`src/rtl/key_rsp_shifter.sv`:
```
// Purpose: bit-serial key response reader; per bit it drives SETUP, a 2-cycle key_sel
//          strobe (STROBE, SAMPLE) and GAP idle cycles, shifting sdrd in MSB-first.
// Latency: done pulses 1 + NBITS*(3+GAP) cycles after the start edge
//          (1 + (NBITS+1)*(3+GAP) with KEY_PARITY_EN).
// Backpressure: none; start is only honoured in IDLE, and is ignored while busy or done.
//
// Ports:
//   clk, rst         clock, synchronous active-high reset
//   start, cmd       transaction request and probe nibble (latched on acceptance)
//   sdrd             serial response, sampled only in SAMPLE
//   key_sel          access qualifier (high in STROBE and SAMPLE)
//   key_addr         latched cmd while a bit is in progress, 0 otherwise
//   data, done       last completed response (MSB = first bit) and its one-cycle pulse
//   busy             high in every state except IDLE
//   perr             odd-parity error flag, only when KEY_PARITY_EN is defined
//
// Optional feature macro: KEY_PARITY_EN (adds a trailing odd-parity bit and the perr port).
module key_rsp_shifter #(
    parameter int NBITS = 8,
    parameter int GAP   = 2
) (
    input  logic             clk,
    input  logic             rst,
    input  logic             start,
    input  logic [3:0]       cmd,
    input  logic             sdrd,
    output logic             key_sel,
    output logic [3:0]       key_addr,
    output logic [NBITS-1:0] data,
    output logic             busy,
`ifdef KEY_PARITY_EN
    output logic             perr,
`endif
    output logic             done
);

`ifdef KEY_PARITY_EN
    localparam int NCOL = NBITS + 1;
`else
    localparam int NCOL = NBITS;
`endif

    localparam logic [2:0] S_IDLE   = 3'd0;
    localparam logic [2:0] S_SETUP  = 3'd1;
    localparam logic [2:0] S_STROBE = 3'd2;
    localparam logic [2:0] S_SAMPLE = 3'd3;
    localparam logic [2:0] S_GAP    = 3'd4;
    localparam logic [2:0] S_DONE   = 3'd5;

    logic [2:0]       state_q, state_d;
    logic [3:0]       cmd_q;
    logic [NCOL-1:0]  shift_q;
    logic [4:0]       bit_cnt_q;
    logic [2:0]       gap_cnt_q;
    logic [NBITS-1:0] data_q;
`ifdef KEY_PARITY_EN
    logic             perr_q;
`endif

    always_comb begin
        state_d = state_q;
        case (state_q)
            S_IDLE:   if (start) state_d = S_SETUP;
            S_SETUP:  state_d = S_STROBE;
            S_STROBE: state_d = S_SAMPLE;
            S_SAMPLE: state_d = S_GAP;
            S_GAP: begin
                if (gap_cnt_q == 3'(GAP - 1))
                    state_d = (bit_cnt_q == 5'(NCOL)) ? S_DONE : S_SETUP;
            end
            S_DONE:   state_d = S_IDLE;
            default:  state_d = S_IDLE;
        endcase
    end

    always_ff @(posedge clk) begin
        if (rst) begin
            state_q   <= S_IDLE;
            cmd_q     <= 4'd0;
            shift_q   <= '0;
            bit_cnt_q <= 5'd0;
            gap_cnt_q <= 3'd0;
            data_q    <= '0;
`ifdef KEY_PARITY_EN
            perr_q    <= 1'b0;
`endif
        end else begin
            state_q <= state_d;
            case (state_q)
                S_IDLE: begin
                    if (start) begin
                        cmd_q     <= cmd;
                        bit_cnt_q <= 5'd0;
                        shift_q   <= '0;
                    end
                end
                S_SAMPLE: begin
                    // Truncating cast drops the old MSB; works for NCOL == 1 too.
                    shift_q   <= NCOL'({shift_q, sdrd});
                    bit_cnt_q <= bit_cnt_q + 5'd1;
                    gap_cnt_q <= 3'd0;
                end
                S_GAP: begin
                    gap_cnt_q <= gap_cnt_q + 3'd1;
                    // Load on entry to DONE so data is already valid while done is high.
                    if (state_d == S_DONE) begin
                        data_q <= shift_q[NCOL-1 -: NBITS];
`ifdef KEY_PARITY_EN
                        // Odd parity: an even count of ones over all bits is an error.
                        perr_q <= ~(^shift_q);
`endif
                    end
                end
                default: ;
            endcase
        end
    end

    assign key_sel  = (state_q == S_STROBE) || (state_q == S_SAMPLE);
    assign busy     = (state_q != S_IDLE);
    assign done     = (state_q == S_DONE);
    assign key_addr = (state_q == S_SETUP || state_q == S_STROBE ||
                       state_q == S_SAMPLE || state_q == S_GAP) ? cmd_q : 4'd0;
    assign data     = data_q;
`ifdef KEY_PARITY_EN
    assign perr     = perr_q;
`endif

endmodule
```
`config.mk`:
```
export PLATFORM = sky130hd
export DESIGN_NAME = key_rsp_shifter
export DESIGN_NICKNAME = d
export VERILOG_FILES = /design/src/rtl/key_rsp_shifter.sv
export SDC_FILE = /design/constraint.sdc
export NUM_CORES = 1
export LEC_CHECK = 0
export CAP_MARGIN = 20
export CORE_MARGIN = 4
export CORE_UTILIZATION = 50
export CTS_BUF_LIST = sky130_fd_sc_hd__clkbuf_4 sky130_fd_sc_hd__clkbuf_8
export CTS_CLUSTER_SIZE = 28
export DETAILED_ROUTE_END_ITERATION = 7
export PLACE_DENSITY = 0.88
export SLEW_MARGIN = 0
export SYNTH_ARGS = -nofsm -noshare
export SYNTH_HDL_FRONTEND = slang
export SYNTH_SLANG_ARGS = --single-unit
```
`constraint.sdc`:
```
create_clock -name clk -period 1.45 [get_ports clk]
set_clock_uncertainty 0.05 [all_clocks]
set_input_delay 0.145 -clock clk [delete_from_list [all_inputs] [get_ports clk]]
set_output_delay 0.145 -clock clk [all_outputs]
set_load 0.03 [all_outputs]
```
# Yosys cells after proc, flatten, opt, wreduce, memory -nomap -nowiden
# Cells that the tools add are included.
[classes]
n_mux = 10
reduce_logical = 11
n_addsub = 2
n_eq_ne = 9
[op_table]
columns = ["cell", "count"]
rows = [
  ["one-hot mux 8 bit (2 select lines)", 1],
  ["one-hot mux 3 bit (5 select lines)", 1],
  ["one-hot mux 5 bit (2 select lines)", 1],
  ["== test 3 bit (second input constant)", 3],
  ["two-way mux 3 bit", 3],
  ["two-way mux 8 bit", 1],
  ["== test 3 x 1 -> 1 bit (second input constant)", 2],
  ["== test 3 x 2 -> 1 bit (second input constant)", 2],
  ["one-hot mux 3 bit (2 select lines)", 1],
  ["AND reduction 2 bit", 3],
  ["adder 5 x 1 -> 5 bit (second input constant)", 1],
  ["== test 5 x 4 -> 1 bit (second input constant)", 1],
  ["two-way mux 5 bit", 1],
  ["logical OR 1 bit", 4],
  ["two-way mux 4 bit", 1],
  ["nonzero test 2 bit", 2],
  ["adder 3 x 1 -> 3 bit (second input constant)", 1],
  ["logical NOT 3 bit", 1],
  ["nonzero test 3 bit", 1],
  ["!= test 2 bit (second input constant)", 1],
]
[word_totals]
elab_cells = 38
ff_bits = 31
in_bits = 8

# Depth between registers and ports, before layout
[depth]
depth_word = 6
ltp_mapped = 6
ltp_nobuf = 5

# Worst setup path before layout
# No wires, ideal clock.
[synth_timing]
path_kind = "register to register"
from = "register state_q[0]"
to = "register bit_cnt_q[1]"
n_path_buf = 3
period_less_slack_ps = 1498
arrival_time_ps = 1312
setup_slack_ps = -48
stages_incl_launch_ff = 7
path_cell_list = "dfxtp_1 -> buf_6 -> or4b_4 -> buf_6 -> buf_12 -> nand3_2 -> a21oi_2"
[synth_via]
elab_chain_cells = 3
word_cells_on_any_way = 6
classes_between = "eq/ne (2); mux (1); reduce/logical (3)"
[synth_lines]
columns = ["element", "line_no", "source"]
rows = [
  ["start, declared", "50", "logic [2:0] state_q, state_d;"],
  ["start signal, assigned", "88", "state_q <= state_d;"],
  ["== test 3 x 2 -> 1 bit or logical NOT 3 bit (tied branches)", "89", "case (state_q)"],
  ["nonzero test 2 bit (no line) or != test 2 bit (tied branches)", "-", ""],
  ["AND reduction 2 bit (no line)", "-", ""],
  ["end signal, assigned", "100", "bit_cnt_q <= bit_cnt_q + 5'd1;"],
  ["end, declared", "53", "logic [4:0] bit_cnt_q;"],
]
# Several ways; a longest one is shown, not always the timed one.
# A chain may end at the register's enable or synchronous reset.

# Worst setup path after layout
[layout_timing]
from = "register state_q[0]"
to = "output key_addr[0]"
[layout_via]
elab_chain_cells = 5
word_cells_on_any_way = 8
classes_between = "eq/ne (4); mux (1); reduce/logical (3)"
[layout_lines]
columns = ["element", "line_no", "source"]
rows = [
  ["== test 3 x 1 -> 1 bit or == test 3 x 2 -> 1 bit (tied branches)", "122", "assign key_addr = (state_q == S_SETUP || state_q == S_STROBE ||"],
  ["logical OR 1 bit (2 in series)", "122", ""],
  ["logical OR 1 bit *", "123", "state_q == S_SAMPLE || state_q == S_GAP) ? cmd_q : 4'd0;"],
  ["two-way mux 4 bit *", "123", ""],
  ["end, declared", "28", "output logic [3:0] key_addr,"],
]
# Mark *: on every way between the ends. The rest lies on a longest branch, timed or not.

==> flow_summary.yaml <==
yosys:
  synth_area_leaders: "dfxtp_1, mux2i_1, nand2b_1"
  syn_nets: 172
  synth-simple-area-share_pct: 28.0
  async_reset_ff_share_pct: 0
  synth.area.mux_share_pct: 8.46
  syn_inst: 160
  synth.yosys.seq_area_share_pct: 40.3
  synth_largest_area_cell: "dfxtp_1"
  synth_area_mm2: 0.00154
  yosysWarningCount: 0
  synth.distinct_cells: 34
  synth_seq_cells: 31
  netlist.area_leader.share_pct: 40.3
  syn_avg_cell_area_um2: 9.62
  synth_xor_area_share_pct: 1.14
  synth_adder_area_share_pct: 3.25
  synth-compound-area-share_pct: 12.4
  synth_edf_count: 0
  synth_top_family_by_area: "simple AND/OR/NAND/NOR gates"
  ys.flop_type: "dfxtp_1"
floorplan:
  rows: 19
  die_w_um: 63.5
  dieHeight_um: 63.5
  start_util_pct: 53.9
  pin_count: 23
  die_area_mm2: 0.00403
  coreArea_mm2: 0.00285
detailed_routing:
  dr.pass1.iters: 4
  routed_wl_um: 3740
  drc_errors: 0
  wl_per_cell_um: 15.8
  drt_iter0_drc: 47
  viasPerCell: 5.61
  vias: 1329
  antenna_left: 0
finish:
  layout-drive-gt1-share_pct: 40.3
  diodes: 0
  synthToLayoutAreaGrowth_pct: 40.5
  nNetsFinal: 217
  fin_cells: 237
  stdcell_area_mm2: 0.00216
  fin_util_pct: 75.8
timing:
  fin_crit_ns: 1.65
  finalCritPeriodShare_pct: 114
  rsz0062_at_grt: "true"
  postLayoutSetupSlackWorst_ns: -0.198
  slew_viol_final: 0
  finalHoldViolations: 0
  setup_viol_count_final: 23
  hold-worst-slack_ns: 0.325
  relSlewSlack_pct: 77.7
  max_slew.worst_pin.slew_ns: 0.334
  fmax_mhz: 607
worst_setup_path:
  r2r-start: "state_q[2]"
  rr_endpoint: "cmd_q[3]"
  cp_cell_sequence: "buf_6 -> nor2_4 -> xnor2_4 -> and2_1 -> buf_6"
  ff2ff_setup_slack_ns: -0.14
  cp_slowest_cell: "dfxtp_4"
  crit_fanout: 4
  critical_path_class: "reg -> out"
  crit_path_end_kind: "primary output"
  crit_path_frequent_cell: "buf_6"
  critical_path.max_stage_delay_ns: 0.37
  reg2reg_depth: 4
  cp.arrival_ns: 1.45
  cp_data_required_time_ns: 1.25
  path_delay_family: "flip-flops"
  crit_buf_inv: 2
  startpoint_type: "flip-flop"
power:
  pwr-share-clk_pct: 30.7
  p_int_w: 0.00141
  swShare_pct: 27.7
  combPwrFrac_pct: 23.5
  peakVddDrop_v: 0.000707
  seq_power_share_pct: 45.8
  switchingPower_w: 0.000542
  power_w: 0.00196
  p_leak_nw: 0.842
  powerDensity_mw_per_mm2: 905
grt:
  grt_use_total_pct: 17.7
  antenna_found_initial: 0
  grt_pass1_vias: 1279
  grt_max_degree: 40
  grt_pass1_wl_um: 5660
  grt-ovfl-total: 0
clocking:
  clk_transition_reported_paths_ns: 0.10
  clockRootBuffer: "clkbuf_4"
  ctsHoldBuffers: 0
  cts_buffers: 5
  cts.path.max_buffers: 2
  cts_tree: "done"
  cts.sinks: 31
  clk_latency_ns: 0.33
  htreeDepth: 2
place:
  placedInstanceArea_mm2: 0.00188
  numPortBuffers: 22
  hpwl_um: 2290
  place_congestion: 0.748
  dpl.cell_count: 218
hold_path:
  hold_end: "shift_q[0]"
  min_from: "sdrd"
  min_path_cells: 3
  min_path_type: "in -> reg"
job:
  cap_violations: 0
status:
  violations: "negative setup slack"
  run_status: "complete, but fails checks"
==> cell type report <==
type / count / area (µm²)
Tap cell: 31 / 38.8
Timing Repair Buffer: 50 / 489
Clock buffer: 8 / 72.6
Multi-Input combinational cell: 114 / 916
Inverter: 3 / 11.3
Sequential cell: 31 / 634
Fill cell: 192 / 691
==> layout by cell type, fill, tap and decap left out, types with 3 or more instances in the layout <==
| cell | count |
|---|---|
| nand3_2 | 10 |
| nand2b_1 | 18 |
| nor2_1 | 6 |
| buf_12 | 3 |
| buf_4 | 19 |
| dfxtp_4 | 3 |
| a21oi_2 | 10 |
| buf_6 | 13 |
| a21oi_1 | 6 |
| nand2_1 | 14 |
| dfxtp_1 | 26 |
| clkbuf_4 | 6 |
| mux2i_1 | 12 |
| ha_1 | 3 |
| a311oi_1 | 3 |
| dlygate4sd2_1 | 8 |
| clkdlybuf4s50_1 | 7 |
==> power groups by stage <==
stage                     combinational [W]  clock [W]  sequential [W]
after floorplan                    0.000240          0        0.000904
after global placement             0.000317          0        0.000914
after detailed placement           0.000327          0        0.000915
after CTS                          0.000381   0.000605        0.000893
after global routing               0.000490   0.000661        0.000900
final                              0.000459   0.000601        0.000896
==> worst reg2reg max path, cell delays in order, from the launching register on <==
cell and delay, ns:
dfxtp_4 0.38, buf_6 0.12, or4b_4 0.64, mux2i_1 0.22, nor2_1 0.07
==> synth_stat cells (2+ instances only) <==
library cell,instances
a21oi_1,6
a21oi_2,10
a311oi_1,3
a41oi_1,2
and2_1,4
and3b_1,2
buf_2,3
buf_6,2
clkbuf_1,6
dfxtp_1,31
ha_1,4
inv_1,3
mux2i_1,13
nand2_1,15
nand2b_1,18
nand3_1,2
nand3_2,10
nor2_1,7
nor3_1,2
o21ai_0,2
xnor2_1,2
==> state kept, by name, summed over array words and instances, names as in the netlist <==
| name | cells |
|---|---|
| state_q | 3 |
| gap_cnt_q | 3 |
| bit_cnt_q | 5 |
| cmd_q | 4 |
| shift_q | 8 |
| data | 8 |
==> kinds of logic after synthesis <==
logic type,after synthesis
muxes,13
and+or+nand+nor,69
AOI/OAI and AO/OA,25
adders and majority gates,4
DFF,31
xor gates and xnor gates,2
buffers and inverters,16
==> stage by stage <==
| stage | TNS [ns] | worst slack (ns) |
|---|---|---|
| after floorplan | -0.0624 | -0.0168 |
| after global placement | -3.23 | -0.193 |
| after detailed placement | -4.28 | -0.246 |
| after CTS | -1.77 | -0.149 |
| after global routing | -3.16 | -0.276 |
| final | -1.83 | -0.198 |
==> metal layers <==
layer  up-vias  track usage (%)  wire length, µm
met5         -                0                0
met4         0             6.74               77
met3        11             6.04              199
met2        43             31.2             1970
met1       629             19.3             1500
li1        646                -                -
==> repair_timing <==
action,CTS,global route
pin swaps,10,10
gates cloned,0,1
buffers inserted,3,7
resized for setup,40,13
endpoints found under the setup margin,34,33
==> how the worst max path moves through the flow <==
stage	from	to	slack [ns]	depth (start not counted)
finish	state_q[0]	key_addr[0]	-0.20	5
detailed placement	start	bit_cnt_q[2]	-0.25	4
global route	state_q[0]	key_addr[0]	-0.28	5
global placement	start	bit_cnt_q[2]	-0.19	4
floorplan	state_q[0]	bit_cnt_q[1]	-0.02	6
CTS	state_q[0]	key_addr[1]	-0.15	5
(Power assumes the default switching activity.)
==> variant: new RTL, config.mk and constraints unchanged <==
Register the inputs `start`, `cmd` and `sdrd` before use, with the module's reset. The logic sees them one clock later. Comments in the files are not updated.
--- a/src/rtl/key_rsp_shifter.sv
+++ b/src/rtl/key_rsp_shifter.sv
@@ -48,4 +48,20 @@
     localparam logic [2:0] S_DONE   = 3'd5;
 
+    logic start_q;
+    logic [3:0] cmd_r;
+    logic sdrd_q;
+
+    always_ff @(posedge clk) begin
+        if (rst) begin
+            start_q <= '0;
+            cmd_r   <= '0;
+            sdrd_q  <= '0;
+        end else begin
+            start_q <= start;
+            cmd_r   <= cmd;
+            sdrd_q  <= sdrd;
+        end
+    end
+
     logic [2:0]       state_q, state_d;
     logic [3:0]       cmd_q;
@@ -61,5 +77,5 @@
         state_d = state_q;
         case (state_q)
-            S_IDLE:   if (start) state_d = S_SETUP;
+            S_IDLE:   if (start_q) state_d = S_SETUP;
             S_SETUP:  state_d = S_STROBE;
             S_STROBE: state_d = S_SAMPLE;
@@ -89,6 +105,6 @@
             case (state_q)
                 S_IDLE: begin
-                    if (start) begin
-                        cmd_q     <= cmd;
+                    if (start_q) begin
+                        cmd_q     <= cmd_r;
                         bit_cnt_q <= 5'd0;
                         shift_q   <= '0;
@@ -97,5 +113,5 @@
                 S_SAMPLE: begin
                     // Truncating cast drops the old MSB; works for NCOL == 1 too.
-                    shift_q   <= NCOL'({shift_q, sdrd});
+                    shift_q   <= NCOL'({shift_q, sdrd_q});
                     bit_cnt_q <= bit_cnt_q + 5'd1;
                     gap_cnt_q <= 3'd0;
Check against the original RTL: not equivalent (Yosys sat finds a counterexample within 4 cycles, from zero or initial values and one cycle with rst high).
==> variant against the original RTL <==
  * The flow still finishes with violations (negative setup slack)
  * First-iteration DRC count rose to 3.8 times the old value
  * Worst setup slack improved by 0.0018 ns
  * Wire length up 31%
  * Area after synthesis grew 10%
  * Power increased by 3.9%
  * Maximum frequency is 0.11% higher
  * Design area rose by 13%
  * Sequential cell count increased by 6
  * Sequential share of layout area grew 1.5 points
  * Critical path type unchanged
==> variant: results (changes against the original RTL) <==
outcome=complete, but fails checks (unchanged); failing checks=negative setup slack (unchanged); Synth Area in XOR/XNOR=0.0103 (was 0.0114); r2r setup slk=-0.18 ns (was -0.14 ns); RePlAce Congestion=0.796 (was 0.748); Initial DRC Count=180 (was 47); Signal buffers=55 (was 50); share of layout cells above drive strength 1=0.469 (was 0.403); total track usage=0.221 (was 0.177); pin count of the biggest net entering global routing=38 (was 40); R2R Path Start=bit_cnt_q[0]$_SDFFE_PP0P_ (was state_q[2]$_SDFF_PP0_); 1st-pass router iterations=5 (was 4); cts repair resizes=44 (was 40); multiplexer share of the synthesized area=0.0294 (was 0.0846); WL met2=2720 µm (was 1970 µm); Final #Nets=236 (was 217); Via density=5.79 (was 5.61); Seq/Total Area, Yosys=0.436 (was 0.403); post-synthesis adder-cell area fraction=0.0294 (was 0.0325); # setup viols final=26 (was 23); NonClk Buf Share=0.205 (was 0.226); hold depth=2 (was 3); multi-input combinational area share=0.435 (was 0.424); first-pass GRT wire length=7260 µm (was 5660 µm); Crit. Startpoint=state_q[1]$_SDFF_PP0_ (was state_q[0]$_SDFF_PP0_); Metal-1 WL=1750 µm (was 1500 µm); Storage cell area=756 µm² (was 634 µm²); VDD IR-drop max=0.595 mV (was 0.707 mV); multi-input gate count=122 (was 114); M1 GR Usage=0.215 (was 0.193); Worst R2R End=data[0]$_SDFFE_PP0P_ (was cmd_q[3]$_SDFFE_PP0P_); hold_sp=cmd[2] (was sdrd); cell leakage power=0.937 nW (was 0.842 nW); final worst setup slack=-0.197 ns (was -0.198 ns); pre-CTS setup slack=-0.193 ns (was -0.246 ns); number of global-route vias before repair=1,604 (was 1,279); met3 usage=0.0697 (was 0.0604); Seq Cell Count=37 (was 31); clk_buf instances=7 (was 8); WL per Instance=18.3 µm (was 15.8 µm); M2 GR Usage=0.419 (was 0.312); postcts setup bufs=6 (was 3); Clock buffers and inverters, area share=0.0240 (was 0.0336); initial antenna violation count=0 (unchanged); Syn Nets=191 (was 172); fill count=211 (was 192); Detail Route met3 WL=315 µm (was 199 µm); worst slew pin tran=0.330 ns (was 0.334 ns); Synth Area in Compound Gates=0.171 (was 0.124)
==> variant: cell count changes after synthesis, moves of 7 or more <==
cell,unedited run,this run
nor2b_1,1,8
nand2b_1,18,2
mux2i_1,13,5
nand4_1,0,8
o31ai_1,0,8
a21oi_1,6,14
==> variant: stage by stage <==
stage / cells / TNS (ns) / hold slack [ns] / cell area [µm²] / power, mW
2_1_floorplan: 179 / -0.527 / 0.223 / 1710 / 1.24
6_report: 268 / -2.77 / 0.302 / 2450 / 2.03
3_5_place_dp: 248 / -1.52 / 0.396 / 2040 / 1.33
3_3_place_gp: 248 / -0.871 / 0.388 / 2040 / 1.32
5_1_grt: 268 / -4.40 / 0.294 / 2450 / 2.11
4_1_cts: 262 / -2.28 / 0.285 / 2280 / 1.96
==> variant: report_power, final <==
part / switching, mW / leakage (nW) / internal (mW)
logic: 0.203 / 0.599 / 0.202
clock network: 0.323 / 0.0348 / 0.248
registers: 0.0180 / 0.304 / 1.04
total: 0.544 / 0.937 / 1.49
